===== config.mk =====
export PLATFORM = sky130hd
export DESIGN_NAME = differential_encoder_tx_flat
export DESIGN_NICKNAME = d
export VERILOG_FILES = /design/src/rtl/differential_encoder_tx_if.sv /design/src/rtl/differential_encoder_tx.sv /design/src/flat_wrapper.sv
export SDC_FILE = /design/constraint.sdc
export NUM_CORES = 1
export LEC_CHECK = 0
export CAP_MARGIN = 20
export CORE_MARGIN = 5
export CORE_UTILIZATION = 60
export DETAILED_ROUTE_END_ITERATION = 8
export DONT_BUFFER_PORTS = 1
export PLACE_DENSITY_LB_ADDON = 0.12
export SLEW_MARGIN = 10
export SYNTH_ARGS = -nofsm -noshare
export SYNTH_HDL_FRONTEND = slang
export SYNTH_SLANG_ARGS = --single-unit

===== constraint.sdc =====
create_clock -name clk -period 4.2 [get_ports clk]
set_clock_uncertainty 0.1 [all_clocks]
set_input_delay 0.63 -clock clk [delete_from_list [all_inputs] [get_ports clk]]
set_output_delay 0.63 -clock clk [all_outputs]
set_load 0.005 [all_outputs]

===== src/rtl/differential_encoder_tx_if.sv =====
// Stream bundle for the differential encoder: dibit input stream and encoded symbol output stream.
// The master modport is the encoder side. The slave modport is the source/sink environment.
interface differential_encoder_tx_if;
  logic       in_valid;
  logic       in_ready;
  logic [1:0] in_dibit;
  logic       in_last;
  logic       out_valid;
  logic       out_ready;
  logic [1:0] out_dibit;
  logic       out_last;

  modport master (
    input  in_valid, in_dibit, in_last, out_ready,
    output in_ready, out_valid, out_dibit, out_last
  );

  modport slave (
    output in_valid, in_dibit, in_last, out_ready,
    input  in_ready, out_valid, out_dibit, out_last
  );
endinterface


===== src/rtl/differential_encoder_tx.sv =====
// Differential (Gray-coded quarter-phase) encoder with a per-frame reference preamble.
// Each frame emits REF_SYMS zero-phase symbols, then one accumulated-phase symbol per input dibit.
module differential_encoder_tx #(
  parameter int unsigned REF_SYMS = 1
) (
  input  logic                      clk,
  input  logic                      rst,
  differential_encoder_tx_if.master bus,
  output logic [15:0]               frame_count
);

  typedef enum logic [1:0] {
    IDLE = 2'd0,
    REF  = 2'd1,
    DATA = 2'd2
  } state_t;

  localparam logic [3:0] REF_LAST = 4'(REF_SYMS - 1);

  function automatic logic [1:0] phase_inc(input logic [1:0] d);
    case (d)
      2'b00:   phase_inc = 2'd0;
      2'b01:   phase_inc = 2'd1;
      2'b11:   phase_inc = 2'd2;
      default: phase_inc = 2'd3;
    endcase
  endfunction

  function automatic logic [1:0] phase_sym(input logic [1:0] p);
    case (p)
      2'd0:    phase_sym = 2'b00;
      2'd1:    phase_sym = 2'b01;
      2'd2:    phase_sym = 2'b11;
      default: phase_sym = 2'b10;
    endcase
  endfunction

  state_t     state, state_nx;
  logic [3:0] ref_cnt, ref_cnt_nx;
  logic [1:0] ph, ph_nx;
  logic [1:0] ph_sum;
  logic       slot_free;
  logic       load;
  logic [1:0] load_dibit;
  logic       load_last;
  logic       fc_inc;

  assign slot_free = !bus.out_valid || bus.out_ready;
  // The 2-bit sum wraps modulo 4 on its own.
  assign ph_sum    = ph + phase_inc(bus.in_dibit);

  always_comb begin
    state_nx     = state;
    ref_cnt_nx   = ref_cnt;
    ph_nx        = ph;
    load         = 1'b0;
    load_dibit   = 2'b00;
    load_last    = 1'b0;
    fc_inc       = 1'b0;
    bus.in_ready = 1'b0;
    unique case (state)
      IDLE: begin
        if (bus.in_valid) begin
          state_nx   = REF;
          ref_cnt_nx = '0;
        end
      end
      REF: begin
        if (slot_free) begin
          load       = 1'b1;
          ph_nx      = 2'd0;
          ref_cnt_nx = ref_cnt + 4'd1;
          if (ref_cnt == REF_LAST) state_nx = DATA;
        end
      end
      DATA: begin
        // Ready reflects only the output slot, never in_valid.
        bus.in_ready = slot_free;
        if (bus.in_valid && slot_free) begin
          ph_nx      = ph_sum;
          load       = 1'b1;
          load_dibit = phase_sym(ph_sum);
          load_last  = bus.in_last;
          if (bus.in_last) begin
            state_nx = IDLE;
            fc_inc   = 1'b1;
          end
        end
      end
      default: state_nx = IDLE;
    endcase
  end

  // Control state: FSM, reference counter, accumulated phase.
  always_ff @(posedge clk or posedge rst) begin
    if (rst) begin
      state   <= IDLE;
      ref_cnt <= '0;
      ph      <= '0;
    end else begin
      state   <= state_nx;
      ref_cnt <= ref_cnt_nx;
      ph      <= ph_nx;
    end
  end

  // Output register: a load wins over a drain, so drain+reload keeps out_valid high.
  always_ff @(posedge clk or posedge rst) begin
    if (rst) begin
      bus.out_valid <= 1'b0;
      bus.out_dibit <= 2'b00;
      bus.out_last  <= 1'b0;
    end else if (load) begin
      bus.out_valid <= 1'b1;
      bus.out_dibit <= load_dibit;
      bus.out_last  <= load_last;
    end else if (bus.out_ready) begin
      bus.out_valid <= 1'b0;
    end
  end

  always_ff @(posedge clk or posedge rst) begin
    if (rst) begin
      frame_count <= '0;
    end else if (fc_inc) begin
      frame_count <= frame_count + 16'd1;
    end
  end

endmodule

===== src/flat_wrapper.sv =====
// flat-port wrapper written by rule: the top's interface ports become plain ports
module differential_encoder_tx_flat 
#(
  parameter int unsigned REF_SYMS = 1
)
  (clk, rst, frame_count, bus_in_valid, bus_in_dibit, bus_in_last, bus_out_ready, bus_in_ready, bus_out_valid, bus_out_dibit, bus_out_last);
  differential_encoder_tx_if bus_i ();
  input  logic clk;
  input  logic rst;
  output logic [15:0] frame_count;
  input wire logic [$bits(bus_i.in_valid)-1:0] bus_in_valid;
  input wire logic [$bits(bus_i.in_dibit)-1:0] bus_in_dibit;
  input wire logic [$bits(bus_i.in_last)-1:0] bus_in_last;
  input wire logic [$bits(bus_i.out_ready)-1:0] bus_out_ready;
  output wire logic [$bits(bus_i.in_ready)-1:0] bus_in_ready;
  output wire logic [$bits(bus_i.out_valid)-1:0] bus_out_valid;
  output wire logic [$bits(bus_i.out_dibit)-1:0] bus_out_dibit;
  output wire logic [$bits(bus_i.out_last)-1:0] bus_out_last;
  assign bus_i.in_valid = bus_in_valid;
  assign bus_i.in_dibit = bus_in_dibit;
  assign bus_i.in_last = bus_in_last;
  assign bus_i.out_ready = bus_out_ready;
  assign bus_in_ready = bus_i.in_ready;
  assign bus_out_valid = bus_i.out_valid;
  assign bus_out_dibit = bus_i.out_dibit;
  assign bus_out_last = bus_i.out_last;
  differential_encoder_tx #(.REF_SYMS(REF_SYMS)) u_core (.clk(clk), .rst(rst), .bus(bus_i), .frame_count(frame_count));
endmodule

==> impl_metrics.json <==
{
  "synth_cells": 144,
  "ys_warn_count": 0,
  "grt_start_max_net_pins": 29,
  "vdd_drop_max_uv": 323,
  "top_layer": "met4",
  "final_common_cell": "dfrtp_1",
  "io_pins": 28,
  "async_flop_share": 1.00,
  "p_seq_frac": 0.483,
  "rsz0062_at_grt": "false",
  "critPathMaxFanout": 11,
  "multi_input_area_um2": 798,
  "hold_class": "in -> async",
  "slew_headroom": 0.666,
  "layout_common_cells": "dfrtp_1 (28), ha_1 (12), nand3_1 (11), nand2_1 (11), inv_1 (10)",
  "period_share": 0.495,
  "area_growth_pct": 4.85,
  "worstSetupPathType": "reg -> out",
  "synth_area_mm2": 0.00155,
  "intPower_mw": 0.496,
  "synth-seq-cells": 28,
  "drtPass1Iterations": 4,
  "power_density_mw_per_mm2": 484,
  "switchingPower_mw": 0.290,
  "core_mm2": 0.00248,
  "met1_length_um": 1100,
  "io_buffers": 0,
  "grt_pass1_wl_um": 4540,
  "drc": 0,
  "gp_congestion": 0.770,
  "p_comb_frac": 0.380,
  "whs_ns": 0.0981,
  "routed-wl-met2_um": 1370,
  "cts-hold-fix-buffers": 0,
  "routed_via_density": 5.86,
  "synth_seq_area_share": 0.452,
  "dp_hpwl_um": 2080,
  "utilization": 0.656,
  "drt_iter0_drc": 34,
  "status": "finished, final reports clean",
  "dieHeight_um": 60.8,
  "numClockSinks": 28,
  "clock_path_buffers": 2,
  "fin_cells": 175,
  "slew_violations": 0,
  "fill_cells": 194,
  "setup.worst_path.start_class": "flip-flop",
  "worst_pin_slew_ns": 0.500,
  "min_period_ns": 2.08,
  "post-route-worst-setup-slack_ns": 2.12,
  "layout-drive-gt1-share": 0.110,
  "n_antenna_cell": 0,
  "seq_area_um2": 701,
  "leakagePower_nw": 0.813,
  "crit_arrival_ns": 1.35,
  "postRouteAntennaNets": 0,
  "rows": 18,
  "cts_tree": "done",
  "antenna_found_initial": 0,
  "dp.cells": 171,
  "grt_pass1_vias": 1055,
  "nets": 166,
  "track_usage": 0.161,
  "synth-edff-count": 0,
  "die_area_mm2": 0.00370,
  "syn_nets": 163,
  "clkTransAtPathRegs_ns": 0.14,
  "cts_made_buffers": 3,
  "worst_setup_path_end_kind": "primary output",
  "post_cts_buffers": 0,
  "place_ws_ns": 2.02,
  "max_freq_mhz": 481,
  "overflow": 0,
  "dieWidth_um": 60.8,
  "cts_resized": 0,
  "synth.lib_cells_used.distinct": 34,
  "clk_latency_ns": 0.32,
  "stdcell_area_mm2": 0.00162,
  "drt_wl_total_um": 2720,
  "cp.required_ns": 3.47,
  "swShare": 0.369,
  "vias": 1025,
  "synth.avg_cell_area_um2": 10.8,
  "route.met3.wl_um": 210,
  "start_util": 0.625,
  "setup_tns_ns": 0,
  "hold_viol_final": 0,
  "clock_power_share": 0.138,
  "htreeDepth": 1,
  "wire_per_inst_um": 15.5,
  "maxCapViolCount": 0,
  "total_power_mw": 0.786,
  "root_buffer": "clkbuf_4",
  "placed_cell_area_mm2": 0.00157,
  "yosys_most_used_dff": "dfrtp_1",
  "setup_viol": 0
}
==> layer usage <==
metal  vias to the layer above  global-route usage
li1                        508                   -
met1                       490               0.184
met2                        23               0.284
met3                         4              0.0511
met4                         0              0.0526
met5                         -                   0
==> synth_stat cells, drive strengths merged, types with 2 or more instances <==
library cell / count / area share
a21oi: 2 / 0.0065
a22o: 6 / 0.034
and2: 4 / 0.016
and3: 4 / 0.016
clkbuf: 2 / 0.0048
dfrtp: 28 / 0.45
ha: 12 / 0.097
inv: 10 / 0.024
mux2: 4 / 0.029
nand2: 11 / 0.027
nand3: 11 / 0.036
nand4: 4 / 0.020
nor2: 5 / 0.012
nor2b: 2 / 0.0097
nor3: 3 / 0.019
nor4: 2 / 0.022
o21ai: 5 / 0.016
xnor2: 9 / 0.051
xor2: 8 / 0.045
==> path summary, 6_finish.rpt <==
check                                  startpoint                      to  slack [ns]  depth (start not counted)
max in group asynchronous                     rst   u_core.frame_count[1]        3.45                          2
setup / recovery             u_core.bus.out_valid            bus_in_ready        2.12                          2
setup reg to reg                  u_core.state[0]  u_core.frame_count[13]        2.18                          6
min in group clk           u_core.frame_count[15]  u_core.frame_count[15]        0.40                          1
hold reg to reg            u_core.frame_count[15]  u_core.frame_count[15]        0.40                          1
hold / removal                                rst  u_core.frame_count[10]         0.1                          1
==> registers in the layout, indices dropped and copies added (netlist names) <==
signal,cells
u_core.bus.out_last,1
u_core.bus.out_dibit,2
u_core.ph,2
u_core.frame_count,16
u_core.ref_cnt,4
u_core.bus.out_valid,1
u_core.state,2
==> power groups by stage <==
stage | logic (mW) | clock network (mW) | registers (mW)
floorplan | 0.248 | 0 | 0.371
global placement | 0.287 | 0 | 0.383
detailed placement | 0.299 | 0 | 0.386
CTS | 0.300 | 0.111 | 0.381
global route | 0.341 | 0.121 | 0.391
finish | 0.299 | 0.108 | 0.379
==> critical path, cell delays in order, from the launching register on <==
cell and delay [ns]:
dfrtp_1 0.43, or2b_1 0.37, and2_1 0.23
==> cell type report <==
type | count | share of cell area
Clock buffer | 3 | 0.0139
Inverter | 10 | 0.0231
Multi-Input combinational cell | 103 | 0.492
Sequential cell | 28 | 0.431
Tap cell | 30 | 0.0231
Timing Repair Buffer | 1 | 0.0169
==> cells by family (layout without fill, tap and decap cells) <==
family,after synthesis,after routing,synth area share
AO/OA/AOI/OAI,18,18,0.0824
XOR/XNOR,17,17,0.0961
adder cells (fa/ha/maj),12,12,0.0969
buffers and inverters,13,14,0.0323
flip-flops,28,28,0.452
multiplexers,4,4,0.0291
AND/OR/NAND/NOR,52,52,0.211
Note: power is estimated with default switching activity, not from simulation.
